<file path="src/rtl/fifo_pkg.sv">
// rtl/fifo_pkg.sv - shared constants and types for sync_fifo
// Purpose: default geometry, read-mode constants and the per-edge
//          operation classification used by the FIFO top.
// Ports:   none (package).
package fifo_pkg;

   localparam int DSIZE_DEF = 8;
   localparam int ASIZE_DEF = 4;

   // Read modes
   localparam int FIFO_STD  = 0;
   localparam int FIFO_FWFT = 1;

   // Encoding is {write accepted, read accepted}
   typedef enum logic [1:0] {
      OP_IDLE = 2'b00,
      OP_RD   = 2'b01,
      OP_WR   = 2'b10,
      OP_WRRD = 2'b11
   } fifo_op_e;

endpackage

</file>
<file path="src/rtl/sfifo_mem.sv">
// rtl/sfifo_mem.sv - FIFO storage array
// Purpose: DEPTH x DSIZE register array, synchronous write,
//          combinational read by address. Not reset.
// Ports:   clk   - clock
//          we    - write enable
//          waddr - write address
//          wdata - write data
//          raddr - read address
//          rdata - read data (combinational)
module sfifo_mem
   import fifo_pkg::*;
#(
   parameter int DSIZE = DSIZE_DEF,
   parameter int ASIZE = ASIZE_DEF
) (
   input  logic             clk,
   input  logic             we,
   input  logic [ASIZE-1:0] waddr,
   input  logic [DSIZE-1:0] wdata,
   input  logic [ASIZE-1:0] raddr,
   output logic [DSIZE-1:0] rdata
);

   logic [DSIZE-1:0] mem_q [0:(1<<ASIZE)-1];

   always_ff @(posedge clk) begin
      if (we) begin
         mem_q[waddr] <= wdata;
      end
   end

   assign rdata = mem_q[raddr];

endmodule

</file>
<file path="src/rtl/sync_fifo.sv">
// rtl/sync_fifo.sv - single-clock FIFO with level flags and error pulses
// Purpose: pointer, count, flag and pulse logic around sfifo_mem,
//          with standard registered read or first-word-fall-through.
// Ports:   clk          - clock
//          rst          - synchronous reset, active high
//          winc / wdata - write request and data
//          rinc         - read request (pop)
//          rdata        - read data
//          rvalid       - rdata qualifier
//          wfull/rempty - full / empty flags
//          almost_full  - count >= AFULL_TH
//          almost_empty - count <= AEMPTY_TH
//          count        - words held, 0..DEPTH
//          wovf / rudf  - one-cycle pulses for rejected write / read
module sync_fifo
   import fifo_pkg::*;
#(
   parameter int DSIZE     = DSIZE_DEF,
   parameter int ASIZE     = ASIZE_DEF,
   parameter int AFULL_TH  = (1 << ASIZE) - 2,
   parameter int AEMPTY_TH = 2,
   parameter int FWFT      = FIFO_STD
) (
   input  logic             clk,
   input  logic             rst,
   input  logic             winc,
   input  logic [DSIZE-1:0] wdata,
   input  logic             rinc,
   output logic [DSIZE-1:0] rdata,
   output logic             rvalid,
   output logic             wfull,
   output logic             rempty,
   output logic             almost_full,
   output logic             almost_empty,
   output logic [ASIZE:0]   count,
   output logic             wovf,
   output logic             rudf
);

   localparam logic [ASIZE:0] DEPTH_C  = {1'b1, {ASIZE{1'b0}}};
   localparam logic [ASIZE:0] ONE_C    = {{ASIZE{1'b0}}, 1'b1};
   localparam logic [ASIZE:0] AFULL_C  = (ASIZE+1)'(AFULL_TH);
   localparam logic [ASIZE:0] AEMPTY_C = (ASIZE+1)'(AEMPTY_TH);

   logic [ASIZE:0]   wptr_q, wptr_d;
   logic [ASIZE:0]   rptr_q, rptr_d;
   logic [ASIZE:0]   count_q, count_d;
   logic             wfull_q, wfull_d;
   logic             rempty_q, rempty_d;
   logic             afull_q, afull_d;
   logic             aempty_q, aempty_d;
   logic             wovf_q, wovf_d;
   logic             rudf_q, rudf_d;
   logic             wr_acc, rd_acc;
   fifo_op_e         op;
   logic [DSIZE-1:0] mem_rdata;

   sfifo_mem #(
      .DSIZE (DSIZE),
      .ASIZE (ASIZE)
   ) u_mem (
      .clk   (clk),
      .we    (wr_acc),
      .waddr (wptr_q[ASIZE-1:0]),
      .wdata (wdata),
      .raddr (rptr_q[ASIZE-1:0]),
      .rdata (mem_rdata)
   );

   always_comb begin
      // Acceptance uses the registered flags from before the edge, so a
      // full FIFO still takes a read (and rejects the write) and an empty
      // FIFO still takes a write (and rejects the read).
      wr_acc  = winc & ~wfull_q;
      rd_acc  = rinc & ~rempty_q;
      op      = fifo_op_e'({wr_acc, rd_acc});
      wptr_d  = wptr_q;
      rptr_d  = rptr_q;
      count_d = count_q;
      case (op)
         OP_WR: begin
            wptr_d  = wptr_q + ONE_C;
            count_d = count_q + ONE_C;
         end
         OP_RD: begin
            rptr_d  = rptr_q + ONE_C;
            count_d = count_q - ONE_C;
         end
         OP_WRRD: begin
            wptr_d  = wptr_q + ONE_C;
            rptr_d  = rptr_q + ONE_C;
         end
         default: ;
      endcase
      wfull_d  = (count_d == DEPTH_C);
      rempty_d = (count_d == '0);
      afull_d  = (count_d >= AFULL_C);
      aempty_d = (count_d <= AEMPTY_C);
      wovf_d   = winc & wfull_q;
      rudf_d   = rinc & rempty_q;
   end

   always_ff @(posedge clk) begin
      if (rst) begin
         wptr_q   <= '0;
         rptr_q   <= '0;
         count_q  <= '0;
         wfull_q  <= 1'b0;
         rempty_q <= 1'b1;
         afull_q  <= 1'b0;
         aempty_q <= 1'b1;
         wovf_q   <= 1'b0;
         rudf_q   <= 1'b0;
      end else begin
         wptr_q   <= wptr_d;
         rptr_q   <= rptr_d;
         count_q  <= count_d;
         wfull_q  <= wfull_d;
         rempty_q <= rempty_d;
         afull_q  <= afull_d;
         aempty_q <= aempty_d;
         wovf_q   <= wovf_d;
         rudf_q   <= rudf_d;
      end
   end

   generate
      if (FWFT == FIFO_FWFT) begin : g_fwft
         // Head word is visible straight from the array whenever non-empty.
         assign rdata  = mem_rdata;
         assign rvalid = ~rempty_q;
      end else begin : g_std
         logic [DSIZE-1:0] rdata_q;
         logic             rvalid_q;
         always_ff @(posedge clk) begin
            if (rst) begin
               rdata_q  <= '0;
               rvalid_q <= 1'b0;
            end else begin
               rvalid_q <= rd_acc;
               if (rd_acc) begin
                  rdata_q <= mem_rdata;
               end
            end
         end
         assign rdata  = rdata_q;
         assign rvalid = rvalid_q;
      end
   endgenerate

   assign wfull        = wfull_q;
   assign rempty       = rempty_q;
   assign almost_full  = afull_q;
   assign almost_empty = aempty_q;
   assign count        = count_q;
   assign wovf         = wovf_q;
   assign rudf         = rudf_q;

endmodule
</file>
<file path="config.mk">
export PLATFORM = sky130hd
export DESIGN_NAME = sync_fifo
export DESIGN_NICKNAME = d
export VERILOG_FILES = /design/src/rtl/fifo_pkg.sv /design/src/rtl/sfifo_mem.sv /design/src/rtl/sync_fifo.sv
export SDC_FILE = /design/constraint.sdc
export NUM_CORES = 1
export LEC_CHECK = 0
export ABC_AREA = 1
export BUFFER_PORTS_ARGS = -buffer_cell sky130_fd_sc_hd__buf_2
export CAP_MARGIN = 20
export CORE_MARGIN = 2
export CORE_UTILIZATION = 59
export DETAILED_ROUTE_END_ITERATION = 6
export PLACE_DENSITY = 0.77
export SYNTH_ARGS = -nofsm -noshare
export SYNTH_HDL_FRONTEND = slang
export SYNTH_SLANG_ARGS = --single-unit
</file>
<file path="constraint.sdc">
create_clock -name clk -period 4.5 [get_ports clk]
set_input_delay 0.225 -clock clk [delete_from_list [all_inputs] [get_ports clk]]
set_output_delay 0.225 -clock clk [all_outputs]
set_load 0.03 [all_outputs]
</file>
==> results.toml, run 1 <==
[route]
drt-wirelength-per-cell_microns = 20.35
drc = 0
firstDrtPassIters = 7
drt_wl_total_microns = 14750
drtIter0Drc = 491
detail-route-antenna-nets = 0
routed_via_density = 6.052
vias = 4388

[final_layout]
syn_to_final_growth_pct = 12.67
layout_commonest_cell = "edfxtp_1"
ff_latch_area_sq_um = 4405
n_fill_cell = 748
final_cell_mix = "edfxtp_1, nor2_1, o21ai_0, nand2_1, buf_2"
drive_gt1_frac = 0.1341
nets = 595
final_cells = 725
multi_input_area_sq_um = 1703
antenna_cells = 0

[timing]
max_freq_mhz = 399.6
finalSetupViolCount = 0
hold_viol = 0
fin_crit_sh = 0.5561
rsz0062_at_grt = "no"
fin_tns_setup_ns = 0
worst_pin_slew_ns = 0.9746
fin_skew_ns = 0.009227
slew_headroom = 0.3502
finalCriticalPeriod_ns = 2.502
maxSlewViolCount = 0

[synthesis]
synth.largest_area_cell = "edfxtp_1"
synth_top_area_share = 0.6035
syn-num-nets = 570
netlist_area_sq_um = 6369
ys_seq_area_frac = 0.6916
synth.avg_cell_area_sq_um = 11.56
ys_warn_count = 0
ys_ff_latch = 156
ys_types = 32
synthCells = 551
synth_area_leaders = "edfxtp_1, dfxtp_1, nor2_1"

[power_and_ir_drop]
irDropWorstVdd_v = 0.0003543
p_sw_w = 0.001010
p_sw_frac = 0.2760
seqPwrFrac = 0.453
p_per_area_nw_per_um2 = 510.1
p_int_w = 0.002650
comb_power_share = 0.165
pwr-share-clk = 0.382
leakage_nw = 2.601

[floorplan]
start_util = 0.6114
std_cell_rows = 37
die_x_microns = 107.9
die_area_sq_um = 11640
fp.dieH_microns = 107.9
ioPinCount = 32
core_area_sq_um = 10420

[worst_setup_path]
slowest_delay_ns = 0.55
start_kind = "flip-flop"
worst-setup-path-type = "flip-flop to flip-flop"
critPathRequiredTime_ns = 4.93
path_cells = "buf_4 > inv_2 > o21ai_0 > o221ai_1 > nand3_1 > nand3_1 > nand2_1 > inv_1"
cp_top_family = "buffers and inverters"
endpoint_kind = "flip-flop"
cpMaxStageDelayCell = "inv_2"
crit_arrival_ns = 2.93
crit_top_cell = "nand3_1"
critPathBufInv = 3
cp_max_fo = 67

[global_routing]
grt-ovfl-total = 0
grt_max_degree = 68
track_usage = 0.2700
grt_pass1_wl_microns = 22910
antenna_found_initial = 0
first_global_vias = 4248

[place]
dp_cells = 691
dp_hpwl_microns = 9196
numPortBuffers = 31
gp_congestion = 0.9100

[job]
drv_cap = 0

[clock_tree]
clockRootBuffer = "clkbuf_8"
cts_setup_buffers = 0
cts_sinks = 156
clockBufferDepth = 2
cts_tree = "yes"
h-tree-depth = 4
numCtsBuffers = 17
path_clk_slew_ns = 0.06
clk_latency_ns = 0.53

[hold_path]
hold_class = "input port to flip-flop"

[status]
status = "finished, final reports clean"
[routing by layer]
| layer | vias to the layer above | GRT usage | routed length [microns] |
|---|---|---|---|
| met1 | 2145 | 0.3643 | 6099 |
| met2 | 207 | 0.4209 | 7209 |
| li1 | 2008 | - | - |
| met3 | 28 | 0.06659 | 1092 |
| met4 | 0 | 0.1136 | 352 |
| met5 | - | 0 | 0 |
[worst paths after layout]
kind | start | to | slack, ns | depth (start not counted)
worst min-delay path | wdata[1] | u_mem.mem_q[9][1] | 0.12 | 1
worst min register to register | wfull | wovf | 0.47 | 2
worst max register to register | rptr_q[0] | rdata[1] | 2.00 | 8
worst max-delay path | rptr_q[0] | rdata[1] | 2.00 | 8
[per-stage QoR]
stage	total power (W)	hold slack (ns)	setup WS [ns]	util	area (sq um)
floorplan	0.002123	0.3094	2.449	-	6369
global placement	0.002264	0.4365	2.145	0.6310	6573
detailed placement	0.002283	0.4647	2.090	0.6310	6573
CTS	0.003663	0.09826	2.077	0.6889	7176
global route	0.003794	0.1091	1.772	0.6889	7176
finish	0.003660	0.1151	1.998	0.6889	7176
[cells by family (layout without fill, tap and decap cells)]
| group | Yosys count | in the layout | synth area share |
|---|---|---|---|
| simple gates | 204 | 204 | 0.1383 |
| flops | 156 | 156 | 0.6916 |
| compound gates | 120 | 120 | 0.1126 |
| buf+inv | 62 | 100 | 0.04106 |
| fa+ha+maj | 7 | 7 | 0.01375 |
| xor+xnor | 2 | 2 | 0.002751 |
[layout make-up]
| class | count | area share |
|---|---|---|
| clock buffer | 21 | 0.06120 |
| sequential | 156 | 0.6140 |
| tap | 136 | 0.02371 |
| multi-input combinational | 333 | 0.2373 |
| timing repair buffer | 35 | 0.02650 |
| inverter | 33 | 0.01726 |
| clock inverter | 11 | 0.02005 |
[cell usage after synthesis (all sizes together)]
| library cell | instances |
|---|---|
| edfxtp | 128 |
| nor2 | 113 |
| o21ai | 72 |
| nand2 | 57 |
| inv | 31 |
| nand3 | 29 |
| dfxtp | 28 |
| o221ai | 22 |
| buf | 18 |
| clkbuf | 11 |
| o22ai | 10 |
| a21oi | 7 |
| ha | 7 |
| o211ai | 4 |
| nor3 | 3 |
| a21boi | 2 |
| clkinv | 2 |
| o21bai | 2 |
| xor2 | 2 |
| a31oi | 1 |
| nand3b | 1 |
| nor4 | 1 |
[what timing repair did]
item	in CTS	in global routing
hold buffers	2	0
hold endpoints to repair	2	0
resized for setup	0	0
[state kept, by name, indices dropped and copies added (netlist names), 4 cells and up]
register     flops
u_mem.mem_q    128
rdata            8
count            5
rptr_q           4
wptr_q           4
[power groups by stage]
stage | registers [W] | logic [W] | clock network [W]
6_report | 0.00166 | 0.000602 | 0.00140
3_3_place_gp | 0.00169 | 0.000577 | 0
3_5_place_dp | 0.00169 | 0.000594 | 0
5_1_grt | 0.00167 | 0.000665 | 0.00146
4_1_cts | 0.00166 | 0.000600 | 0.00140
2_1_floorplan | 0.00176 | 0.000366 | 0
Power figures use the tool's default switching activity.
==> inputs of run 2 (changes only) <==
- CORE_UTILIZATION: 59 -> 55
- PLACE_DENSITY: 0.77 -> 0.76
- clock period: 4.5 -> 2.2 ns (I/O delays scaled with it)
==> results.toml, run 2 (same netlist as run 1, synthesis figures left out) <==
[timing]
maxSlewViolCount = 0
finalSetupViolCount = 0
rsz0062_at_grt = "no"
fin_skew_ns = 0.007190
hold_viol = 0
slew_headroom = 0.5973
fin_tns_setup_ns = 0
max_freq_mhz = 537.6
fin_crit_sh = 0.8455
finalCriticalPeriod_ns = 1.860
worst_pin_slew_ns = 0.6004

[worst_setup_path]
reg2regPathDepth = 11
crit_arrival_ns = 2.21
worst-setup-path-type = "flip-flop to flip-flop"
cp_max_fo = 10
timing.rr.start = "wfull"
start_kind = "flip-flop"
critPathRequiredTime_ns = 2.55
r2r_setup_slack_ns = 0.34
reg2reg_to = "rempty"
endpoint_kind = "flip-flop"

[place]
dp_hpwl_microns = 8865
numPortBuffers = 31
dpl-instance-area_sq_um = 6754
gp_congestion = 0.8417

[global_routing]
grt-ovfl-total = 0
antenna_found_initial = 1
first_global_vias = 4330
track_usage = 0.2271
grt_pass1_wl_microns = 21690
grt_max_degree = 41

[floorplan]
die_area_sq_um = 12460
die_x_microns = 111.6
ioPinCount = 32
fp.dieH_microns = 111.6
core_area_sq_um = 11370
std_cell_rows = 39
start_util = 0.5601

[job]
drv_cap = 0

[clock_tree]
cts_setup_buffers = 0
path_clk_slew_ns = 0.06
clockBufferDepth = 2
cts_sinks = 156
numCtsBuffers = 17
clk_latency_ns = 0.42
cts_tree = "yes"
h-tree-depth = 4
clockRootBuffer = "clkbuf_16"

[route]
drt-wirelength-per-cell_microns = 18.30
drt_wl_total_microns = 13840
firstDrtPassIters = 5
drc = 0
vias = 4411
detail-route-antenna-nets = 0
drtIter0Drc = 450
routed_via_density = 5.835

[power_and_ir_drop]
leakage_nw = 2.731
irDropWorstVdd_v = 0.0004843
p_per_area_nw_per_um2 = 1026

[final_layout]
nets = 618
n_fill_cell = 805
largest-register = "u_mem.mem_q"
postLayoutCellArea_sq_um = 7376
final_cell_mix = "edfxtp_1, nor2_1, o21ai_0, nand2_1, buf_2"
syn_to_final_growth_pct = 15.82
drive_gt1_frac = 0.1699
largest_reg_flops = 128
layout_commonest_cell = "edfxtp_1"
post-route-util = 0.6487

[status]
status = "finished, final reports clean"

[hold_path]
worstHoldEndpoint = "u_mem.mem_q[12][4]"
hold_class = "input port to flip-flop"
min_path_cells = 1
hp-start = "wdata[4]"
-- run 2: changes by cell type in the layout (fill, tap and decap cells not counted), sizes merged --
| cell | change |
|---|---|
| clkinv | +3 |
| diode | +1 |
| inv | +1 |
| clkbuf | -4 |
| buf | +23 |
-- run 2: final cells by class --
| class | instances | area, sq um | area share |
|---|---|---|---|
| Timing Repair Buffer | 58 | 362.8 | 0.04919 |
| Tap cell | 143 | 178.9 | 0.02426 |
| Inverter | 33 | 123.9 | 0.01679 |
| Antenna cell | 1 | 2.502 | 0.0003393 |
| Multi-Input combinational cell | 333 | 1703 | 0.2309 |
| Clock buffer | 17 | 425.4 | 0.05768 |
| Sequential cell | 156 | 4405 | 0.5973 |
| Clock inverter | 15 | 173.9 | 0.02358 |
-- run 2: layer usage --
metal	GRT usage	part of all wire	vias up	wire [microns]
met5	0	0	-	0
met1	0.2795	0.41	2161	5606
met3	0.05498	0.064	27	879
met4	0.1029	0.026	0	357
met2	0.3833	0.51	162	6993
li1	-	-	2061	-
-- run 2: where the power goes --
part	internal (W)	leakage [nW]	total [W]	switching, W
logic	0.000377	1.06	0.00125	0.000870
registers	0.00331	1.39	0.00340	0.0000886
clock network	0.00178	0.283	0.00292	0.00114
-- run 2: worst max-delay path, cell delays in order (launching register included) --
cell	delay, ns
dfxtp_1	0.34
inv_1	0.07
nand2_4	0.13
nand2_4	0.09
nand2_1	0.06
nand2_1	0.08
ha_1	0.27
o21ai_0	0.28
nand2_1	0.11
nor2_2	0.11
nand3_1	0.10
o21bai_1	0.14
-- run 2: worst max-delay path by stage --
stage	start	end	slack (ns)	cells after the start
after CTS	wfull	rempty	0.34	11
after floorplan	rempty	rempty	0.15	9
after detailed placement	rempty	rempty	0.37	10
final	wfull	rempty	0.34	11
after global routing	wfull	rempty	0.14	11
after global placement	rempty	rempty	0.42	10
-- run 2: through the flow --
stage               hold WS, ns  instances  total power, W  setup slack [ns]
floorplan                0.1944        551        0.004343            0.1486
global placement         0.3821        721        0.004657            0.4228
detailed placement       0.3837        721        0.004703            0.3715
CTS                     0.06705        755        0.007594            0.3391
global route            0.07443        755        0.007867            0.1427
finish                  0.07525        756        0.007566            0.3398
-- run 2: timing repair --
item                                    4_1_cts  5_1_grt
hold buffers                                  2        0
hold endpoints to repair                      2        0
gates resized for setup                       0        0
endpoints found under the setup margin        0        0
==> inputs of run 3 (changes only) <==
- ABC_AREA: 1 -> 0
- CORE_UTILIZATION: 55 -> 54
- PLACE_DENSITY: 0.76 -> 0.75
- clock period: 2.2 -> 1.7 ns (I/O delays scaled with it)
==> results.toml, run 3 <==
[final_layout]
largest-register = "u_mem.mem_q"
syn_to_final_growth_pct = 26.14
drive_gt1_frac = 0.4474
largest_reg_flops = 128
final_cell_mix = "edfxtp_1, buf_4, nor2_1, mux4_2, buf_2"
nets = 463
antenna_cells = 0
final_cells = 596
n_fill_cell = 668
multi_input_area_sq_um = 1787
post-route-util = 0.7045
ff_latch_area_sq_um = 4415
layout_commonest_cell = "edfxtp_1"

[hold_path]
hold_class = "input port to flip-flop"

[clock_tree]
cts_tree = "yes"
h-tree-depth = 4
clk_latency_ns = 0.43
numCtsBuffers = 17
clockRootBuffer = "clkbuf_16"
cts_sinks = 156
path_clk_slew_ns = 0.06
clockBufferDepth = 2

[worst_setup_path]
worst-setup-path-type = "flip-flop to flip-flop"
cp_max_fo = 5
start_kind = "flip-flop"
endpoint_kind = "flip-flop"
critPathRequiredTime_ns = 1.98
crit_arrival_ns = 2.40

[timing]
slew_headroom = 0.5501
setup_ws_ns = -0.4180
max_freq_mhz = 472.1
finalCriticalPeriod_ns = 2.118
fin_skew_ns = 0.009397
hold_viol = 0
rsz0062_at_grt = "yes"
worst_pin_slew_ns = 0.6718
maxSlewViolCount = 0
finalSetupViolCount = 17
fin_crit_sh = 1.246

[status]
status = "finished, violations left"
violations = "setup timing"

[synthesis]
synth.avg_cell_area_sq_um = 17.35
ys_warn_count = 0
ys_types = 38
ys_ff_latch = 156
synth.most_common_cell = "edfxtp_1"
synth_area_leaders = "edfxtp_1, mux4_2, dfxtp_1"
synth.largest_area_cell = "edfxtp_1"
synthArstFlopShare = 0
synth_top_area_share = 0.6294
synth_edf_count = 128
ys_top_cells_by_count = "edfxtp_1, nor2_1, mux4_2"
ys_seq_area_frac = 0.7212
ys.flop_type = "edfxtp_1"
syn-num-nets = 371
synthCells = 352
netlist_area_sq_um = 6107

[global_routing]
track_usage = 0.2429
first_global_vias = 3553
grt-ovfl-total = 0
grt_pass1_wl_microns = 19980
antenna_found_initial = 0
grt_max_degree = 33

[route]
drc = 0
drt_wl_total_microns = 13230
drtIter0Drc = 272
firstDrtPassIters = 4
vias = 3463
detail-route-antenna-nets = 0
routed_via_density = 5.810
drt-wirelength-per-cell_microns = 22.19

[floorplan]
die_area_sq_um = 12180
core_area_sq_um = 10940
start_util = 0.5585
ioPinCount = 32
fp.dieH_microns = 110.3
die_x_microns = 110.3
std_cell_rows = 38

[power_and_ir_drop]
p_total_w = 0.01034
p_per_area_nw_per_um2 = 1342
irDropWorstVdd_v = 0.001038
leakage_nw = 2.707

[place]
numPortBuffers = 31
gp_congestion = 0.8280
dp_hpwl_microns = 8050
dp_cells = 552

[job]
drv_cap = 0
## run 3: changes by cell type after synthesis, moves of 9 or more
cell	delta
nor2_1	-74
o21ai_0	-63
nand2_1	-36
mux4_2	+32
inv_1	-25
nand3_1	-25
o221ai_1	-22
a22oi_1	+16
a21oi_1	+15
buf_2	-10
o22ai_1	-9
## run 3: final timing paths
path,start,to,slack (ns),cells past startpoint
setup / recovery,rempty,almost_full,-0.42,11
hold / removal,wdata[3],u_mem.mem_q[5][3],0.05,1
setup reg to reg,rempty,almost_full,-0.42,11
hold reg to reg,rdata[6],rdata[6],0.51,2
## run 3: where the power goes
part	switching [W]	internal, W	leakage, nW
sequential	0.000124	0.00430	1.39
combinational	0.00110	0.00111	1.04
clock	0.00142	0.00228	0.283
total	0.00265	0.00769	2.71
## run 3: layer usage
metal  GRT usage  wire length, microns
met5           0                     0
met1      0.3108                  5212
met4     0.09018                   199
met3     0.07937                   966
met2      0.3913                  6848
## run 3: area by class of cell
class | count | area share
Multi-Input combinational cell | 171 | 0.2319
Sequential cell | 156 | 0.5732
Timing Repair Buffer | 93 | 0.09339
Clock buffer | 18 | 0.05571
Inverter | 5 | 0.003411
Clock inverter | 13 | 0.01965
Tap cell | 140 | 0.02274
## run 3: critical path, cell delays in order, from the launching register on
cell,delay (ns)
dfxtp_4,0.34
nand2b_4,0.16
inv_6,0.07
nand2_4,0.06
xnor2_2,0.14
ha_2,0.22
a21o_1,0.11
nand2_1,0.06
a221oi_2,0.27
o21ai_2,0.12
xor2_2,0.31
o22ai_1,0.13
## run 3: what timing repair did
action                                  4_1_cts  5_1_grt
endpoints found under the hold margin         2        0
pin swaps                                    18        8
resized for setup                            30       18
hold buffers                                  2        0
cloned                                        2        0
buffers inserted                              8        4
endpoints found under the setup margin       17       17
## run 3: metrics by stage
stage / hold slack (ns) / setup TNS, ns / worst slack (ns) / area, sq um
finish: 0.04515 / -3.226 / -0.4180 / 7704
global route: 0.03611 / -4.361 / -0.5127 / 7704
CTS: 0.03010 / -3.107 / -0.3833 / 7670
detailed placement: 0.3517 / -3.277 / -0.4603 / 6798
global placement: 0.3383 / -2.317 / -0.2809 / 6798
floorplan: 0.1839 / -1.570 / -0.3134 / 6180
## run 3: kinds of logic after synthesis
family / count (synthesis) / synth area share
DFF: 156 / 0.7212
and+or+nand+nor: 72 / 0.05634
AOI/OAI and AO/OA: 48 / 0.05122
muxes: 33 / 0.1196
buffers and inverters: 25 / 0.02151
xor gates and xnor gates: 11 / 0.01578
adders and majority gates: 7 / 0.01434
